[src/rtl/store_trace_pkg.sv]
// Shared constants, FSM state type and frame byte selection for the store trace UART.
package store_trace_pkg;

  localparam logic [7:0]  SYNC_BYTE   = 8'hA5;
  localparam int unsigned FRAME_BYTES = 9;
  localparam int unsigned ENTRY_W     = 64;

  typedef enum logic [1:0] {
    IDLE  = 2'd0,
    START = 2'd1,
    DATA  = 2'd2,
    STOP  = 2'd3
  } state_t;

  // Byte 0 is the sync marker; bytes 1..8 walk the {dataadr, writedata} entry MSB first.
  function automatic logic [7:0] frame_byte(input logic [ENTRY_W-1:0] entry,
                                            input logic [3:0]         idx);
    logic [7:0] b;
    b = SYNC_BYTE;
    for (int unsigned i = 1; i < FRAME_BYTES; i++) begin
      if (idx == 4'(i)) b = entry[ENTRY_W - 8*i +: 8];
    end
    return b;
  endfunction

endpackage

[src/rtl/store_trace_uart_sync_fifo.sv]
// Single-clock FIFO; a push while full is accepted only when a pop happens on the same edge.
module sync_fifo #(
  parameter int unsigned WIDTH = 64,
  parameter int unsigned DEPTH = 8
) (
  input  logic             clk,
  input  logic             rst_n,
  input  logic             push,
  input  logic             pop,
  input  logic [WIDTH-1:0] din,
  output logic [WIDTH-1:0] dout,
  output logic             full,
  output logic             empty
);

  localparam int unsigned PTR_W = (DEPTH > 1) ? $clog2(DEPTH) : 1;

  logic [WIDTH-1:0] mem [DEPTH];
  logic [PTR_W-1:0] wr_ptr;
  logic [PTR_W-1:0] rd_ptr;
  logic [PTR_W:0]   count;
  logic             do_push;
  logic             do_pop;

  assign full    = (count == (PTR_W+1)'(DEPTH));
  assign empty   = (count == '0);
  assign do_pop  = pop && !empty;
  assign do_push = push && (!full || do_pop);
  assign dout    = mem[rd_ptr];

  always_ff @(posedge clk) begin
    if (do_push) mem[wr_ptr] <= din;
  end

  // Pointers wrap naturally because DEPTH is a power of two.
  always_ff @(posedge clk or negedge rst_n) begin
    if (!rst_n) begin
      wr_ptr <= '0;
      rd_ptr <= '0;
      count  <= '0;
    end else begin
      if (do_push) wr_ptr <= wr_ptr + 1'b1;
      if (do_pop)  rd_ptr <= rd_ptr + 1'b1;
      case ({do_push, do_pop})
        2'b10:   count <= count + 1'b1;
        2'b01:   count <= count - 1'b1;
        default: count <= count;
      endcase
    end
  end

endmodule

[src/rtl/store_trace_uart.sv]
// Captures every core store into a FIFO and streams it as a 9-byte 8N1 UART frame.
module store_trace_uart
  import store_trace_pkg::*;
#(
  parameter int unsigned CLK_HZ     = 50000000,
  parameter int unsigned BAUD       = 115200,
  parameter int unsigned FIFO_DEPTH = 8
) (
  input  logic        clk,
  input  logic        reset,
  input  logic        memwrite,
  input  logic [31:0] dataadr,
  input  logic [31:0] writedata,
  output logic        tx,
  output logic        busy,
  output logic        fifo_full,
  output logic        overflow
);

  localparam int unsigned CLKS_PER_BIT = CLK_HZ / BAUD;
  localparam int unsigned CNT_W        = (CLKS_PER_BIT > 1) ? $clog2(CLKS_PER_BIT) : 1;

  state_t             state;
  state_t             state_next;
  logic [CNT_W-1:0]   baud_cnt;
  logic               bit_done;
  logic [2:0]         bit_idx;
  logic [3:0]         byte_idx;
  logic [ENTRY_W-1:0] frame;
  logic [ENTRY_W-1:0] fifo_dout;
  logic               fifo_empty;
  logic               pop;
  logic [7:0]         cur_byte;

  sync_fifo #(
    .WIDTH (ENTRY_W),
    .DEPTH (FIFO_DEPTH)
  ) u_fifo (
    .clk   (clk),
    .rst_n (reset),
    .push  (memwrite),
    .pop   (pop),
    .din   ({dataadr, writedata}),
    .dout  (fifo_dout),
    .full  (fifo_full),
    .empty (fifo_empty)
  );

  assign bit_done = (baud_cnt == CNT_W'(CLKS_PER_BIT - 1));
  assign cur_byte = frame_byte(frame, byte_idx);
  assign busy     = (state != IDLE);

  always_ff @(posedge clk or negedge reset) begin
    if (!reset) state <= IDLE;
    else        state <= state_next;
  end

  always_comb begin
    state_next = state;
    pop        = 1'b0;
    unique case (state)
      IDLE: begin
        if (!fifo_empty) begin
          pop        = 1'b1;
          state_next = START;
        end
      end
      START: if (bit_done) state_next = DATA;
      DATA:  if (bit_done && bit_idx == 3'd7) state_next = STOP;
      STOP: begin
        if (bit_done) state_next = (byte_idx == 4'(FRAME_BYTES - 1)) ? IDLE : START;
      end
      default: state_next = IDLE;
    endcase
  end

  always_comb begin
    tx = 1'b1;
    unique case (state)
      START:   tx = 1'b0;
      DATA:    tx = cur_byte[bit_idx];
      default: tx = 1'b1;
    endcase
  end

  // The baud counter restarts on every bit boundary and every state change.
  always_ff @(posedge clk or negedge reset) begin
    if (!reset) begin
      baud_cnt <= '0;
      bit_idx  <= '0;
      byte_idx <= '0;
      frame    <= '0;
      overflow <= 1'b0;
    end else begin
      if (bit_done || state_next != state) baud_cnt <= '0;
      else if (state != IDLE)              baud_cnt <= baud_cnt + 1'b1;

      if (pop) begin
        frame    <= fifo_dout;
        byte_idx <= '0;
      end

      if (state == START && bit_done) bit_idx <= '0;
      if (state == DATA  && bit_done) bit_idx <= bit_idx + 1'b1;
      if (state == STOP  && bit_done && state_next == START) byte_idx <= byte_idx + 1'b1;

      if (memwrite && fifo_full && !pop) overflow <= 1'b1;
    end
  end

endmodule

[config.mk]
export PLATFORM = sky130hd
export DESIGN_NAME = store_trace_uart
export DESIGN_NICKNAME = d
export VERILOG_FILES = /design/src/rtl/store_trace_pkg.sv /design/src/rtl/store_trace_uart_sync_fifo.sv /design/src/rtl/store_trace_uart.sv
export SDC_FILE = /design/constraint.sdc
export NUM_CORES = 1
export LEC_CHECK = 0
export CORE_MARGIN = 2
export CORE_UTILIZATION = 60
export CTS_CLUSTER_DIAMETER = 120
export CTS_CLUSTER_SIZE = 30
export DETAILED_ROUTE_END_ITERATION = 6
export PLACE_DENSITY = 0.78
export SLEW_MARGIN = 20
export SYNTH_ARGS = -nofsm -noshare
export SYNTH_HDL_FRONTEND = slang
export SYNTH_SLANG_ARGS = --single-unit
[constraint.sdc]
create_clock -name clk -period 6.8 [get_ports clk]
set_input_delay 0.68 -clock clk [delete_from_list [all_inputs] [get_ports clk]]
set_output_delay 0.68 -clock clk [all_outputs]
set_load 0.01 [all_outputs]
==> impl_metrics.ini <==
[final_layout]
diodes = 0
area_growth_pct = 8.04
drive_gt1_frac = 0.165
layout.area.seq_um2 = 17700
fin_nets = 1369
final_cells = 1832
layout_common_cells = 512 x edfxtp_1, 128 x mux4_2, 91 x nor2_1
final_common_cell = edfxtp_1
multi_input_area_um2 = 5750
fillers = 2568

[setup_path]
startpoint_type = flip-flop
setup.worst_path.start = byte_idx[0]$_DFFE_PN0P_
cp_data_required_time_ps = 6120
r2r_end = u_fifo.mem[6][57]$_DFFE_PP_
critical_path_depth = 8
cp_slowest_cell = ha_1
crit_buf_inv = 2
r2r_start = state[1]$_DFF_PN0_
rrSetupSlack_ps = 3350
crit_end = tx
slowest_delay_ps = 840
path_max_fanout = 26
path_cells = ha_1 > inv_1 > nor2_1 > a221oi_1 > a31oi_1 > nor4_1 > o32ai_1 > clkdlybuf4s50_1
crit_path_end_kind = output pin
crit_family = compound AO/OA/AOI/OAI gates
critPathKind = flip-flop to output pin
rr_worst_depth = 6
cp.arrival_ps = 4250

[placed_design]
routabilityCongestion = 0.874
place_inst = 1787
dp_hpwl_um = 25700
place_ws_ps = 2640
port_buffers = 70

[clock_tree]
post_cts_resized = 0
cts_hold_buffers = 1
post_cts_buffers = 0
cts_tree = yes
max-clock-path-buffers = 3
clkTransAtPathRegs_ps = 110
clkLatencyLatePin_ps = 570
cts_root_buffer = clkbuf_16
h-tree-depth = 1
cts_num_sinks = 605
cts_buffers = 24

[floorplanning]
coreArea_um2 = 39500
initial_core_util = 0.604
die_x_um = 204
io_pins = 71
die_h_um = 204
rows = 73
dieArea_um2 = 41400

[synth]
syn_inst = 1239
synth_ff_type = edfxtp_1
synth_compound_area_frac = 0.0375
synthSimpleGateAreaFrac = 0.0390
async_flop_share = 0.154
synth_top_family_by_area = multiplexers
synthMuxAreaShare = 0.149
syn_nets = 1319
synthXorXnorAreaFrac = 0.00587
synth_cell_types = 70
synth-seq-cells = 605
synth.avg_cell_area_um2 = 19.3
synth_area_leaders = edfxtp_1 64%, mux4_2 12%, dfrtp_1 9.7%
ys_warn_count = 0
netlist_area_um2 = 23900
netlist.area_leader.share = 0.644
ys_seq_area_frac = 0.741
synth_edf_count = 512
yosys.area.top_type = edfxtp_1
synth_adder_area_share = 0.00713

[min_path]
hp-class = flip-flop to flip-flop

[power_and_ir_drop]
p_total_mw = 9.40
leakagePower_nw = 8.38
peakVddDrop_v = 0.000310
p_per_area_nw_per_um2 = 364

[detailed_routing]
vias = 11400
final_antenna_net_count = 0
wl_per_cell_um = 24.6
first_pass_iters = 5
drt_iter0_markers = 1226
wl_um = 45100
via_per_inst = 6.24
drc = 0

[timing]
final_min_period_over_clock_period = 0.725
skew_ps = 14.7
fin_crit_ps = 4930
finalSetupTns_ps = 0
slew_headroom = 0.331
fmax_mhz = 203
hold_viol_final = 0
timing.hold.ws_ps = 482
tightest_slew_ps = 1000
finalSetupViolations = 0
worst_slack_ps = 1870
rsz0062_at_grt = no
final_max_slew_viol_count = 0

[grt]
grt_max_degree = 96
grt_pass1_wl_um = 69100
track_usage = 0.222
grt_antenna_before_repair = 0
first_global_vias = 11400
gr-total-overflow = 0

[outcome]
status = finished clean

[job]
max_cap_viol_count = 0
[per-layer routing]
metal,wire length [um],GRT usage,up-vias
li1,-,-,5023
met1,19700,0.334,6039
met2,22500,0.370,323
met3,2230,0.0208,49
met4,590,0.0373,0
met5,0,0,-
[worst register-to-register path, stage by stage, from the launching register on]
cell     delay, ps
dfrtp_1        560
or2_4          380
nand3_1        120
nand2_2        120
or2_1          380
nor2_4         800
buf_4          700
[per-stage QoR]
stage,util,area (um2)
final,0.652,25800
after global routing,0.652,25800
after CTS,0.652,25800
after detailed placement,0.634,25100
after global placement,0.634,25100
after floorplan,-,23900
[sequential cells by signal, indices dropped and copies added (netlist names)]
name	count
state	2
u_fifo.wr_ptr	3
bit_idx	3
u_fifo.count	4
byte_idx	4
baud_cnt	9
u_fifo.mem	512
u_fifo.rd_ptr	3
overflow	1
frame	64
[worst min path at each step]
stage,slack [ps],end,start,cells after the start
final,480,overflow$_DFFE_PN0P_,overflow$_DFFE_PN0P_,1
after CTS,480,baud_cnt[1]$_DFFE_PN0P_,reset,2
after detailed placement,460,overflow$_DFFE_PN0P_,overflow$_DFFE_PN0P_,1
after global placement,450,overflow$_DFFE_PN0P_,overflow$_DFFE_PN0P_,1
after global routing,510,overflow$_DFFE_PN0P_,reset,2
after floorplan,380,baud_cnt[0]$_DFFE_PN0P_,reset,0
[cell type report]
cell class | count | share of cell area
repair buffers | 93 | 0.0343
flip-flops and latches | 605 | 0.687
inverters | 19 | 0.00281
well taps | 525 | 0.0255
clock inverters | 2 | 0.00126
multi-input cells | 546 | 0.223
clock buffers | 42 | 0.0267
[power breakdown]
group	switching (mW)	internal (mW)	leakage, nW	total (mW)
logic	1.28	1.20	2.33	2.48
registers	0.479	4.69	5.70	5.17
clock network	1.05	0.711	0.342	1.76
total	2.80	6.60	8.38	9.40
[cells by family (layout without fill, tap and decap cells)]
logic type      Yosys count  after routing
flops                   605            605
mux                     195            195
simple gates            185            185
compound gates          137            137
buf+inv                  88            156
xor+xnor                 16             16
fa+ha+maj                13             13
[Yosys cell counts (4+ instances only)]
cell type,number
nand3_1,5
nand2_1,25
o21ai_0,10
nor3_1,7
xor2_1,6
a21oi_1,75
nor2_1,97
nand3b_1,5
a211oi_1,9
mux2i_1,65
a221oi_2,4
dfrtp_1,93
a31oi_1,8
nand2b_1,5
buf_2,33
edfxtp_1,512
buf_6,5
xnor2_1,10
nor4_1,6
ha_1,12
and3_1,4
inv_1,18
buf_4,20
mux4_2,128
clkbuf_1,10
a221oi_1,6
(Power assumes the default switching activity.)
